$ cat src/rtl/myown_pipe.sv
// WIDTH-bit XOR/flop/inverter cell behind a DEPTH-stage valid/ready pipeline with a cross-beat history register.
// Optional: define MYOWN_PIPE_PARITY_EN to add out_par, the XOR-reduction of out1 carried with each beat.
module myown_pipe #(
  parameter int WIDTH = 8,
  parameter int DEPTH = 2
) (
  input  logic             clk,
  input  logic             rst,
  input  logic             in_valid,
  output logic             in_ready,
  input  logic [WIDTH-1:0] in1,
  input  logic [WIDTH-1:0] in2,
  input  logic [WIDTH-1:0] in3,
  output logic             out_valid,
  input  logic             out_ready,
  output logic [WIDTH-1:0] out1,
  output logic [WIDTH-1:0] out2,
  output logic [WIDTH-1:0] out3
`ifdef MYOWN_PIPE_PARITY_EN
  ,
  output logic             out_par
`endif
);

  // Handshake: a beat transfers on an edge where valid && ready are both high.
  // Advance is global, so in_ready only depends on the last stage and out_ready,
  // never on in_valid; a stalled full pipe therefore back-pressures the input.
  logic             adv;
  logic             accept;
  logic [WIDTH-1:0] x;
  logic [WIDTH-1:0] r1;
  logic [WIDTH-1:0] r2;
  logic [WIDTH-1:0] r3;
  logic [WIDTH-1:0] prev_x;

  logic [DEPTH-1:0] stg_valid;
  logic [WIDTH-1:0] stg_r1 [DEPTH];
  logic [WIDTH-1:0] stg_r2 [DEPTH];
  logic [WIDTH-1:0] stg_r3 [DEPTH];

  assign adv      = !out_valid || out_ready;
  assign in_ready = adv;
  assign accept   = in_valid && adv;

  assign x  = in1 ^ in2;
  assign r3 = ~x;
  assign r2 = in3;
  assign r1 = prev_x ^ ~in3;

  // History only moves on a real acceptance, so bubbles and stalls leave it intact.
  always_ff @(posedge clk or posedge rst) begin
    if (rst) begin
      prev_x <= '0;
    end else if (accept) begin
      prev_x <= x;
    end
  end

  always_ff @(posedge clk or posedge rst) begin
    if (rst) begin
      stg_valid <= '0;
    end else if (adv) begin
      stg_valid[0] <= in_valid;
      for (int i = 1; i < DEPTH; i++) begin
        stg_valid[i] <= stg_valid[i-1];
      end
    end
  end

  // Bubble slots keep their old data; only a valid beat overwrites a stage.
  always_ff @(posedge clk or posedge rst) begin
    if (rst) begin
      for (int i = 0; i < DEPTH; i++) begin
        stg_r1[i] <= '0;
        stg_r2[i] <= '0;
        stg_r3[i] <= '0;
      end
    end else if (adv) begin
      if (in_valid) begin
        stg_r1[0] <= r1;
        stg_r2[0] <= r2;
        stg_r3[0] <= r3;
      end
      for (int i = 1; i < DEPTH; i++) begin
        if (stg_valid[i-1]) begin
          stg_r1[i] <= stg_r1[i-1];
          stg_r2[i] <= stg_r2[i-1];
          stg_r3[i] <= stg_r3[i-1];
        end
      end
    end
  end

  assign out_valid = stg_valid[DEPTH-1];
  assign out1      = stg_r1[DEPTH-1];
  assign out2      = stg_r2[DEPTH-1];
  assign out3      = stg_r3[DEPTH-1];

`ifdef MYOWN_PIPE_PARITY_EN
  logic [DEPTH-1:0] stg_par;

  always_ff @(posedge clk or posedge rst) begin
    if (rst) begin
      stg_par <= '0;
    end else if (adv) begin
      if (in_valid) begin
        stg_par[0] <= ^r1;
      end
      for (int i = 1; i < DEPTH; i++) begin
        if (stg_valid[i-1]) begin
          stg_par[i] <= stg_par[i-1];
        end
      end
    end
  end

  assign out_par = stg_par[DEPTH-1];
`endif

endmodule

$ cat config.mk
export PLATFORM = sky130hd
export DESIGN_NAME = myown_pipe
export DESIGN_NICKNAME = d
export VERILOG_FILES = /design/src/rtl/myown_pipe.sv
export SDC_FILE = /design/constraint.sdc
export NUM_CORES = 1
export LEC_CHECK = 0
export CORE_ASPECT_RATIO = 1.2
export CORE_UTILIZATION = 40
export DETAILED_ROUTE_END_ITERATION = 6
export GPL_TIMING_DRIVEN = 0
export PLACE_DENSITY = 0.69
export SYNTH_ARGS = -nofsm -noshare
export SYNTH_HDL_FRONTEND = slang
export SYNTH_SLANG_ARGS = --single-unit
$ cat constraint.sdc
create_clock -name clk -period 2.5 [get_ports clk]
set_input_delay 0.5 -clock clk [delete_from_list [all_inputs] [get_ports clk]]
set_output_delay 0.5 -clock clk [all_outputs]
set_load 0.005 [all_outputs]
==> results.md, run 1 <==
- Core area: 6090 um^2
- Crit path max fanout: 14
- Yosys warns: 0
- Initial core utilization: 0.419
- Busiest layer in global routing: met2
- Root Buffer: clkbuf_8
- Pin count of the biggest net entering global routing: 44
- Setup WS pre-CTS: -0.0701 ns
- CTS Hold Bufs: 0
- Maxcap violations: 0
- Worst-skew pair later-pin latency: 0.33 ns
- GR Util met3: 0.0349
- Setup Buffers After CTS: 0
- Die X: 74.9 um
- Global-route wire length before repair: 7.22 mm
- Ratio of final minimum period to clock period: 0.884
- Pwr per Cell Area: 1000 nW/um^2
- Clk pin slew, worst setup/hold paths: 0.07 ns
- Net Count, Synth: 213
- Avg Inst Size Synth: 13.8 um^2
- CTS tree: built
- Post-DP Area: 3200 um^2
- Avg WL per Cell: 12.4 um
- Status: finished, final reports clean
- Vias in the first global route: 1544
- Cell Chain, Critical Path: clkdlybuf4s50_1 > nand2b_4 > clkdlybuf4s50_1
- Die ar.: 6710 um^2
- Final min period: 2.21 ns
- Max Clock Skew: 0.00621 ns
- DRT iter0 DRCs: 63
- Final Non-Filler Cells: 335
- Most frequent CP cell: clkdlybuf4s50_1
- Synth Register Bits: 58
- Cells after Synth: 185
- Distinct cells, synth: 16
- Detailed-placement wirelength estimate: 3.03 mm
- Maximum vdd drop: 0.000385 V
- Max Slew Vio Count: 0
- Antenna-violating nets left: 0
- DIE HEIGHT: 89.5 um
- Commonest non-fill, non-tap cells in the layout: dfrtp_1, clkdlybuf4s50_1, mux2_2
- Nets@finish: 276
- P_int: 0.00261 W
- Gr ovfl total: 0
- Synthesized area: 2550 um^2
- Met2 usage: 0.228
- Drt drc: 0
- Final GP Congestion: 0.719
- TritonRoute pass-1 iters: 3
- Share of cells above drive strength 1: 0.360
- Sw Pwr: 0.000797 W
- # port buffers: 52
- Num CTS Buffers: 9
- Required @ worst endpoint: 2.00 ns
- Critical Path Sink Type: output port
- Clock Power Share: 0.276
- # rows: 31
- Dpl cells: 320
- Vias after detailed routing: 1467
- H-Tree Level Count: 3
- Max incr delay on CP: 0.54 ns
- Worst setup SP type: input port
- Crit-path slowest cell: clkdlybuf4s50_1
- Sequential Power Share: 0.403
- Setup violators final: 0
- Hold Violations, Final: 0
- CTS Sinks: 58
- Via density per instance: 4.38
- CP Data Arrival Time: 1.71 ns
- Resized Gates After CTS: 0
- Slew @ Worst Pin: 0.354 ns
- Top Ports: 54
- Ant diodes: 0
- Initial antenna violation count: 0
- Sw Share: 0.234
- RSZ-0062 raised after global routing: false
- Crit Path Category: input port to output port
- Register area share after synthesis: 0.569
- Fin area: 3410 um^2
- Post-route setup slack: 0.289 ns
- Total track usage: 0.150
- Met1 usage: 0.194
- Power Total: 0.00341 W
- Clock buffer depth: 2
- Leakage: 1.52 nW
- Combinational share of power: 0.321
- Fmax: 452 MHz
- Commonest non-fill, non-tap cell in the layout: dfrtp_1
- Final wirelength: 4.16 mm
- Relative slew slack: 0.764
- Hold WC Path Type: input port to asynchronous set/reset pin
- Layout area overhead: 33.6%
-- state kept, by name, summed over array words and instances, names as in the netlist --
| signal | count |
|---|---|
| out1 | 8 |
| out2 | 8 |
| out3 | 8 |
| prev_x | 8 |
| stg_r1 | 8 |
| stg_r2 | 8 |
| stg_r3 | 8 |
| stg_valid | 2 |
-- cells by family after synthesis --
family / Yosys count / share of synthesized area
flip-flops: 58 / 0.569
buffers and inverters: 41 / 0.108
multiplexers: 40 / 0.197
AO/OA/AOI/OAI: 17 / 0.0412
XOR/XNOR: 16 / 0.0549
AND/OR/NAND/NOR: 13 / 0.0299
-- routing by layer --
layer  part of all wire  wire [um]  vias to the layer above
met4              0.025        104                        0
li1                   -          -                      718
met1               0.47       1970                      700
met3              0.034        141                       10
met2               0.47       1950                       39
met5                  0          0                        -
-- cell usage after synthesis --
cell / number / area share
mux2_2: 26 / 0.11
dfrtp_1: 58 / 0.57
o21ai_0: 9 / 0.018
and2_4: 1 / 0.0034
xnor2_1: 16 / 0.055
nand3_1: 8 / 0.016
mux2_4: 14 / 0.082
nand2_1: 2 / 0.0029
clkbuf_1: 1 / 0.0015
buf_4: 24 / 0.071
inv_1: 10 / 0.015
buf_2: 2 / 0.0039
nand2b_4: 1 / 0.0054
buf_6: 4 / 0.018
nand2_2: 1 / 0.0025
o21a_1: 8 / 0.024
-- worst max-delay path, delay by kind of cell --
family | cells | cell delay [ns]
simple gates | 1 | 0.21
buf+inv | 2 | 1.00
-- per-stage QoR --
step / util / hold WS, ns / setup TNS, ns
floorplan: - / 0.457 / 0
global placement: 0.521 / 0.488 / -24.95
detailed placement: 0.525 / 0.490 / -0.0701
CTS: 0.560 / 0.463 / 0
global route: 0.560 / 0.487 / 0
finish: 0.560 / 0.458 / 0
-- area by class of cell --
cell class                 instances  area, um^2
buffer                            30         235
fill                             546        2680
timing repair buffer              53         541
tap                               82         103
multi-input combinational         86         825
inverter                          10        37.5
clock inverter                     6        80.1
sequential                        58        1450
clock buffer                      10         138
-- power by group through the flow --
stage / sequential (W) / combinational, W / clock [W]
3_5_place_dp: 0.00140 / 0.00111 / 0
4_1_cts: 0.00138 / 0.00111 / 0.000959
3_3_place_gp: 0.00139 / 0.00109 / 0
2_1_floorplan: 0.00135 / 0.000668 / 0
5_1_grt: 0.00141 / 0.00120 / 0.00100
6_report: 0.00137 / 0.00109 / 0.000941
-- path summary, 6_finish.rpt --
path,endpoint,cells after the start,slack (ns),startpoint
max in group asynchronous,out2[1],3,1.52,rst
max,in_ready,3,0.29,out_ready
max reg2reg,stg_r1[8],4,1.11,stg_valid[1]
min in group clk,stg_valid[1],2,0.50,stg_valid[0]
min reg2reg,stg_valid[1],2,0.50,stg_valid[0]
min,stg_valid[0],2,0.46,rst
Note: power is estimated with default switching activity, not from simulation.
==> run 2, diff against run 1 <==
CORE_ASPECT_RATIO = 1.75   (was 1.2)
clock period = 2.51 ns   (was 2.5 ns; I/O delays follow)
==> results.md, run 2 (same netlist as run 1, synthesis figures left out) <==
- Worst setup path end: in_ready (unchanged)
- Share of cells above drive strength 1: 0.357 (was 0.360)
- Worst setup SP type: input port (unchanged)
- Pin count of the biggest net entering global routing: 43 (was 44)
- Post-route setup slack: 0.326 ns (was 0.289 ns)
- Final wirelength: 4.19 mm (was 4.16 mm)
- Hold Violations, Final: 0 (unchanged)
- Layout area overhead: 33.8% (was 33.6%)
- Crit. Startpoint: out_ready (unchanged)
- Hold WC Path Type: input port to asynchronous set/reset pin (unchanged)
- Initial core utilization: 0.413 (was 0.419)
- Vias in the first global route: 1533 (was 1544)
- Num CTS Buffers: 9 (unchanged)
- Setup violators final: 0 (unchanged)
- CTS Sinks: 58 (unchanged)
- Status: finished, final reports clean (unchanged)
- Fmax: 458 MHz
- Clock buffer depth: 2 (unchanged)
- Clk pin slew, worst setup/hold paths: 0.06 ns (was 0.07 ns)
- Setup Buffers After CTS: 0 (unchanged)
- Antenna-violating nets left: 0 (unchanged)
- Worst r2r src: stg_valid[1] (unchanged)
- Filler cell count: 548 (was 546)
- Final min period: 2.18 ns
- TritonRoute pass-1 iters: 3 (unchanged)
- Leakage: 1.51 nW (was 1.52 nW)
- Core area: 6180 um^2 (was 6090 um^2)
- CP Data Arrival Time: 1.68 ns (was 1.71 ns)
- Crit Path Category: input port to output port (unchanged)
- Resized Gates After CTS: 0 (unchanged)
- Maximum vdd drop: 0.000413 V (was 0.000385 V)
- Relative slew slack: 0.751 (was 0.764)
- Drt drc: 0 (unchanged)
- Commonest non-fill, non-tap cell in the layout: dfrtp_1 (unchanged)
- Setup WS pre-CTS: 0.0242 ns (was -0.0701 ns)
- R2r setup slk: 1.14 ns (was 1.11 ns)
- # port buffers: 52 (unchanged)
- Pwr per Cell Area: 1000 nW/um^2 (about the same)
- Ant diodes: 0 (unchanged)
- Reg2reg end: stg_r1[9] (was stg_r1[8])
- DIE HEIGHT: 108 um (was 89.5 um)
- Gr ovfl total: 0 (unchanged)
- Max Clock Skew: 0.00843 ns (was 0.00621 ns)
- Nets@finish: 276 (unchanged)
- R2R depth: 4 (unchanged)
- Required @ worst endpoint: 2.01 ns (was 2.00 ns)
- Power Total: 0.00342 W (was 0.00341 W)
- Global-route wire length before repair: 7.09 mm (was 7.22 mm)
- Avg WL per Cell: 12.6 um (was 12.4 um)
- Detailed-placement wirelength estimate: 3.14 mm (was 3.03 mm)
- Fin area: 3420 um^2 (was 3410 um^2)
- RSZ-0062 raised after global routing: false (unchanged)
- Critical Path Sink Type: output port (unchanged)
- Max Slew Vio Count: 0 (unchanged)
- CTS tree: built (unchanged)
- Total track usage: 0.146 (was 0.150)
- Post-DP Area: 3190 um^2 (was 3200 um^2)
- # rows: 38 (was 31)
- Ratio of final minimum period to clock period: 0.870
- Vias after detailed routing: 1512 (was 1467)
- Crit path max fanout: 14 (unchanged)
- Commonest non-fill, non-tap cells in the layout: dfrtp_1, clkdlybuf4s50_1, mux2_2 (unchanged)
- Initial antenna violation count: 0 (unchanged)
- CTS Hold Bufs: 0 (unchanged)
- Final GP Congestion: 0.694 (was 0.719)
- Via density per instance: 4.55 (was 4.38)
- H-Tree Level Count: 3 (unchanged)
- Worst-skew pair later-pin latency: 0.34 ns (was 0.33 ns)
- Maxcap violations: 0 (unchanged)
- Die X: 62.4 um (was 74.9 um)
- Top Ports: 54 (unchanged)
- DRT iter0 DRCs: 21 (was 63)
- Die ar.: 6720 um^2 (was 6710 um^2)
- Slew @ Worst Pin: 0.373 ns (was 0.354 ns)
- Root Buffer: clkbuf_8 (unchanged)
==> run 2: how the worst min path moves through the flow <==
stage,from,end,slack [ns]
6_report,rst,out1[4],0.46
5_1_grt,rst,out3[2],0.50
4_1_cts,rst,out3[1],0.46
3_5_place_dp,stg_valid[0],stg_valid[1],0.49
3_3_place_gp,stg_valid[0],stg_valid[1],0.48
2_1_floorplan,stg_valid[0],stg_valid[1],0.46
==> run 2: layout make-up <==
type / instances / area (um^2) / area share
inverters: 10 / 37.5 / 0.0110
repair buffers: 53 / 541 / 0.158
multi-input cells: 86 / 825 / 0.241
clock buffers: 11 / 151 / 0.0443
well taps: 80 / 100 / 0.0293
clock inverters: 4 / 75.1 / 0.0220
flip-flops and latches: 58 / 1450 / 0.425
plain buffers: 30 / 235 / 0.0689
==> run 2: power breakdown <==
part           leakage (nW)  internal [W]  switching [W]
clock                 0.108      0.000607       0.000360
sequential            0.682       0.00122       0.000151
combinational         0.720      0.000802       0.000282
total                  1.51       0.00263       0.000793
==> run 2: critical path, cell delays in order <==
cell	delay, ns
clkdlybuf4s50_1	0.46
nand2b_4	0.19
clkdlybuf4s50_1	0.53
==> run 2: metal layers <==
layer,vias up,track usage,part of all wire
met1,737,0.159,0.41
met5,-,0,0
met4,0,0.0897,0.025
li1,722,-,-
met2,46,0.245,0.53
met3,7,0.0477,0.041
==> run 2: per-stage QoR <==
step / util / hold slack (ns) / setup TNS (ns) / cells
floorplan: - / 0.457 / 0 / 185
global placement: 0.513 / 0.479 / -24.64 / 317
detailed placement: 0.517 / 0.485 / 0 / 318
CTS: 0.553 / 0.464 / 0 / 333
global route: 0.553 / 0.496 / 0 / 332
finish: 0.553 / 0.460 / 0 / 332
==> run 3, diff against run 2 <==
CORE_UTILIZATION = 50   (was 40)
PLACE_DENSITY = 0.83   (was 0.69)
==> results.md, run 3 (same netlist as run 1, synthesis figures left out) <==
- Required @ worst endpoint: 2.01 ns (about the same)
- Commonest non-fill, non-tap cells in the layout: dfrtp_1, clkdlybuf4s50_1, mux2_2 (unchanged)
- Most frequent CP cell: clkdlybuf4s50_1 (unchanged)
- Commonest non-fill, non-tap cell in the layout: dfrtp_1 (unchanged)
- DRT iter0 DRCs: 18 (was 21)
- Worst setup path end: in_ready (unchanged)
- RSZ-0062 raised after global routing: false (unchanged)
- Critical Path Sink Type: output port (unchanged)
- Worst r2r src: stg_valid[1] (unchanged)
- Share of cells above drive strength 1: 0.356 (was 0.357)
- Die ar.: 5410 um^2 (was 6720 um^2)
- CTS tree: built (unchanged)
- Antenna-violating nets left: 0 (unchanged)
- Gr ovfl total: 0 (unchanged)
- Max Slew Vio Count: 0 (unchanged)
- Nets@finish: 276 (unchanged)
- Global-route wire length before repair: 7.02 mm (was 7.09 mm)
- # rows: 34 (was 38)
- Resized Gates After CTS: 0 (unchanged)
- Ratio of final minimum period to clock period: 0.873 (was 0.870)
- Fin area: 3380 um^2 (was 3420 um^2)
- Reg2reg end: stg_r1[11] (was stg_r1[9])
- Crit path max fanout: 14 (unchanged)
- DIE HEIGHT: 96.5 um (was 108 um)
- Num CTS Buffers: 9 (unchanged)
- Relative slew slack: 0.789 (was 0.751)
- Final min period: 2.19 ns (was 2.18 ns)
- Fmax: 456 MHz (was 458 MHz)
- Crit-path slowest cell: clkdlybuf4s50_1 (unchanged)
- Filler cell count: 354 (was 548)
- Die X: 56.0 um (was 62.4 um)
- Worst setup SP type: input port (unchanged)
- Slew @ Worst Pin: 0.316 ns (was 0.373 ns)
- Clock buffer depth: 2 (unchanged)
- Leakage: 1.51 nW (about the same)
- Maxcap violations: 0 (unchanged)
- Crit. Startpoint: out_ready (unchanged)
- Vias after detailed routing: 1523 (was 1512)
- R2R depth: 4 (unchanged)
- CTS Hold Bufs: 0 (unchanged)
- Max incr delay on CP: 0.53 ns (about the same)
- Seq. cell area: 1450 um^2 (unchanged)
- CTS Sinks: 58 (unchanged)
- Maximum vdd drop: 0.000835 V (was 0.000413 V)
- Clk pin slew, worst setup/hold paths: 0.06 ns (about the same)
- TritonRoute pass-1 iters: 4 (was 3)
- Pin count of the biggest net entering global routing: 47 (was 43)
- Post-route setup slack: 0.319 ns (was 0.326 ns)
- Setup violators final: 0 (unchanged)
- CP Data Arrival Time: 1.69 ns (was 1.68 ns)
- Top Ports: 54 (unchanged)
- Status: finished, final reports clean (unchanged)
- Initial core utilization: 0.517 (was 0.413)
- Pwr per Cell Area: 1000 nW/um^2 (about the same)
- Vias in the first global route: 1555 (was 1533)
- Ant diodes: 0 (unchanged)
- # port buffers: 52 (unchanged)
- Setup TNS: 0 ns (unchanged)
- Worst-skew pair later-pin latency: 0.33 ns (was 0.34 ns)
- Detailed-placement wirelength estimate: 3.10 mm (was 3.14 mm)
- Crit Path Category: input port to output port (unchanged)
- Cell Chain, Critical Path: clkdlybuf4s50_1 > nand2b_4 > clkdlybuf4s50_1 (unchanged)
- Final wirelength: 4.07 mm (was 4.19 mm)
- Post-DP Area: 3170 um^2 (was 3190 um^2)
- Total track usage: 0.176 (was 0.146)
- Max Clock Skew: 0.00410 ns (was 0.00843 ns)
- Hold Violations, Final: 0 (unchanged)
- H-Tree Level Count: 3 (unchanged)
- Initial antenna violation count: 0 (unchanged)
- Setup WS pre-CTS: 0.0103 ns (was 0.0242 ns)
- Avg WL per Cell: 13.3 um (was 12.6 um)
- Drt drc: 0 (unchanged)
- Power Total: 0.00339 W (was 0.00342 W)
- Core area: 4930 um^2 (was 6180 um^2)
- Via density per instance: 4.96 (was 4.55)
- R2r setup slk: 1.14 ns (about the same)
- Layout area overhead: 32.5% (was 33.8%)
- Hold WC Path Type: input port to asynchronous set/reset pin (unchanged)
- Root Buffer: clkbuf_8 (unchanged)
- Final GP Congestion: 0.735 (was 0.694)
- Setup Buffers After CTS: 0 (unchanged)
- Area of the multi-input gates: 825 um^2 (unchanged)
run 3: worst min path at each step:
stage,from,endpoint,slack (ns),depth (start not counted)
floorplan,stg_valid[0],stg_valid[1],0.46,2
global placement,stg_valid[0],stg_valid[1],0.48,2
detailed placement,stg_valid[0],stg_valid[1],0.48,2
CTS,rst,out3[0],0.43,2
global route,rst,out3[7],0.45,2
finish,rst,stg_r3[15],0.44,2
run 3: worst max-delay path: cells and delay by family:
kind / cells / cell delay, ns
buffers and inverters: 2 / 0.99
and+or+nand+nor: 1 / 0.20
run 3: area by class of cell:
cell class,count,share of cell area
multi-input cells,86,0.244
clock buffers,11,0.0418
flip-flops and latches,58,0.429
inverters,10,0.0111
plain buffers,30,0.0695
repair buffers,53,0.162
well taps,54,0.0200
clock inverters,5,0.0229
run 3: metrics by stage:
step,hold WS [ns],cells,util
3_3_place_gp,0.478,291,0.636
3_5_place_dp,0.479,292,0.642
5_1_grt,0.451,307,0.686
6_report,0.440,307,0.686
2_1_floorplan,0.457,185,-
4_1_cts,0.425,308,0.686
run 3: per-layer routing:
layer,track usage,wire length [um],up-vias
li1,-,-,717
met5,0,0,-
met4,0.126,193,0
met1,0.179,1520,739
met2,0.306,2130,53
met3,0.0559,226,14
run 3: power by group:
part           leakage (nW)  internal (W)  total, W  switching [W]
sequential            0.682       0.00122   0.00137       0.000150
combinational         0.724      0.000804   0.00109       0.000287
clock                 0.109      0.000582  0.000933       0.000350
==> RTL change: new RTL, config.mk and constraints of run 1 <==
Build with the macro `MYOWN_PIPE_PARITY_EN` defined.
--- a/src/rtl/myown_pipe.sv
+++ b/src/rtl/myown_pipe.sv
@@ -1,4 +1,6 @@
 // WIDTH-bit XOR/flop/inverter cell behind a DEPTH-stage valid/ready pipeline with a cross-beat history register.
 // Optional: define MYOWN_PIPE_PARITY_EN to add out_par, the XOR-reduction of out1 carried with each beat.
+`define MYOWN_PIPE_PARITY_EN
+
 module myown_pipe #(
   parameter int WIDTH = 8,
Check against the original RTL (old outputs only; new: out_par): equivalent (Yosys induction, for registers that start in step).
==> RTL change against run 1 <==
Critical path depth increased by 1; worst setup slack got worse by 0.11 ns; area after synthesis increased by 1.1%; first-iteration DRC count decreased by 25%; via count increased by 13%; cell area increased by 0.11%; combinational power increased by 4%; wire length increased by 11%; power decreased by 3.7%; die area increased by 1.1%; largest power group unchanged; sequential cell count increased by 2.
==> RTL change: results (changes against run 1) <==
Nets@finish - 313 (+13%)
Post-detail-place hpwl - 3380 um (+11%)
GR Util All Layers - 16.1% (+1.1 points)
Final WL - 4620 um (+11%)
Clk_skew - 0.00804 ns (+0.00183 ns)
Average wire per standard cell - 12.4 um (+0.17%)
Worst rel slew slack - 58.4% (-18 points)
Arrival time at the worst endpoint - 1.82 ns (+0.11 ns)
Largest net degree at the start of global routing - 33 (-25%)
IO Port Bufs - 54 (+3.8%)
Placed Cells - 356 (+11%)
Reg2reg end - out2[6]$_DFFE_PP0P_
Global-route wire length before repair - 7820 um (+8.2%)
Worst r2r path cells - 5 (+1)
Mapped Cells - 219 (+18%)
Share of layout cells above drive strength 1 - 24.6% (-11 points)
R2R Path Start - stg_valid[1]$_DFFE_PP0N_
Detail-routed via count per cell - 4.49 (+2.4%)
Routability-driven placement congestion ratio - 0.790 (+9.8%)
Number of global-route vias before repair - 1666 (+7.9%)
1st-iter DRT viols - 47 (-25%)
Lkg Pwr - 1.59 nW (+4.8%)
GRT met3 Usage - 4.04% (+0.54 points)
Peak supply drop - 523 uV (+36%)
Distinct cell type count after synthesis - 15 (-1)
Status - finished clean
Fillers - 583 (+6.8%)
Hold WC Path Type - reg -> reg
1st-pass router iterations - 4 (+1)
Post-synth top cells - dfrtp_1, nand2_1, mux2_2
[RTL change: cell count changes after synthesis, sizes merged, moves of 2 or more]
| cell | run 1 | this run |
|---|---|---|
| inv | 10 | 2 |
| dfrtp | 58 | 60 |
| clkbuf | 1 | 4 |
| xor3 | 0 | 2 |
| nand2 | 3 | 58 |
| xor2 | 0 | 9 |
| mux2 | 40 | 27 |
| xnor2 | 16 | 10 |
| nand3 | 8 | 0 |
[RTL change: layout make-up]
cell class	instances	area share (%)
Buffer	33	6.45
Clock buffer	13	4.66
Clock inverter	2	0.293
Inverter	2	0.220
Multi-Input combinational cell	124	25.0
Sequential cell	60	44.0
Tap cell	82	3.01
Timing Repair Buffer	55	16.4
[RTL change: worst max-delay path by stage]
stage | cells past startpoint | from | slack [ns] | to
after floorplan | 1 | rst | 0.52 | out1[0]$_DFFE_PP0P_
after global placement | 2 | rst | -0.50 | out1[7]$_DFFE_PP0P_
after detailed placement | 4 | out_ready | 0.18 | in_ready
after CTS | 4 | out_ready | 0.16 | in_ready
after global routing | 4 | out_ready | 0.15 | in_ready
final | 4 | out_ready | 0.18 | in_ready
[RTL change: per-stage QoR]
stage	hold WS, ns	util, %	TNS, ns
after global placement	0.450	52.6	-29.66
after CTS	0.474	55.7	0
after global routing	0.497	55.7	0
final	0.470	55.7	0
after detailed placement	0.458	52.9	0
after floorplan	0.436	-	0
[RTL change: cell families after synthesis]
| logic type | count (synthesis) | share of synthesized area [%] |
|---|---|---|
| flip-flops | 60 | 58.2 |
| AND/OR/NAND/NOR | 60 | 8.92 |
| buffers and inverters | 35 | 8.82 |
| multiplexers | 27 | 11.9 |
| XOR/XNOR | 21 | 8.29 |
| AO/OA/AOI/OAI | 16 | 3.88 |
[RTL change: metal layers]
metal / part of all wire [%] / routed length, um
met5: 0 / 0
met4: 2.9 / 135
met3: 3.9 / 181
met2: 49 / 2260
met1: 44 / 2040
[RTL change: worst max-delay path: cells and delay by family]
kind	cells	cell delay [ns]
simple gates	1	0.09
buf+inv	3	1.23
[RTL change: power breakdown]
part / internal (mW) / switching [mW] / total, mW
Sequential: 1.25 / 0.148 / 1.40
Combinational: 0.803 / 0.331 / 1.13
Clock: 0.405 / 0.341 / 0.746
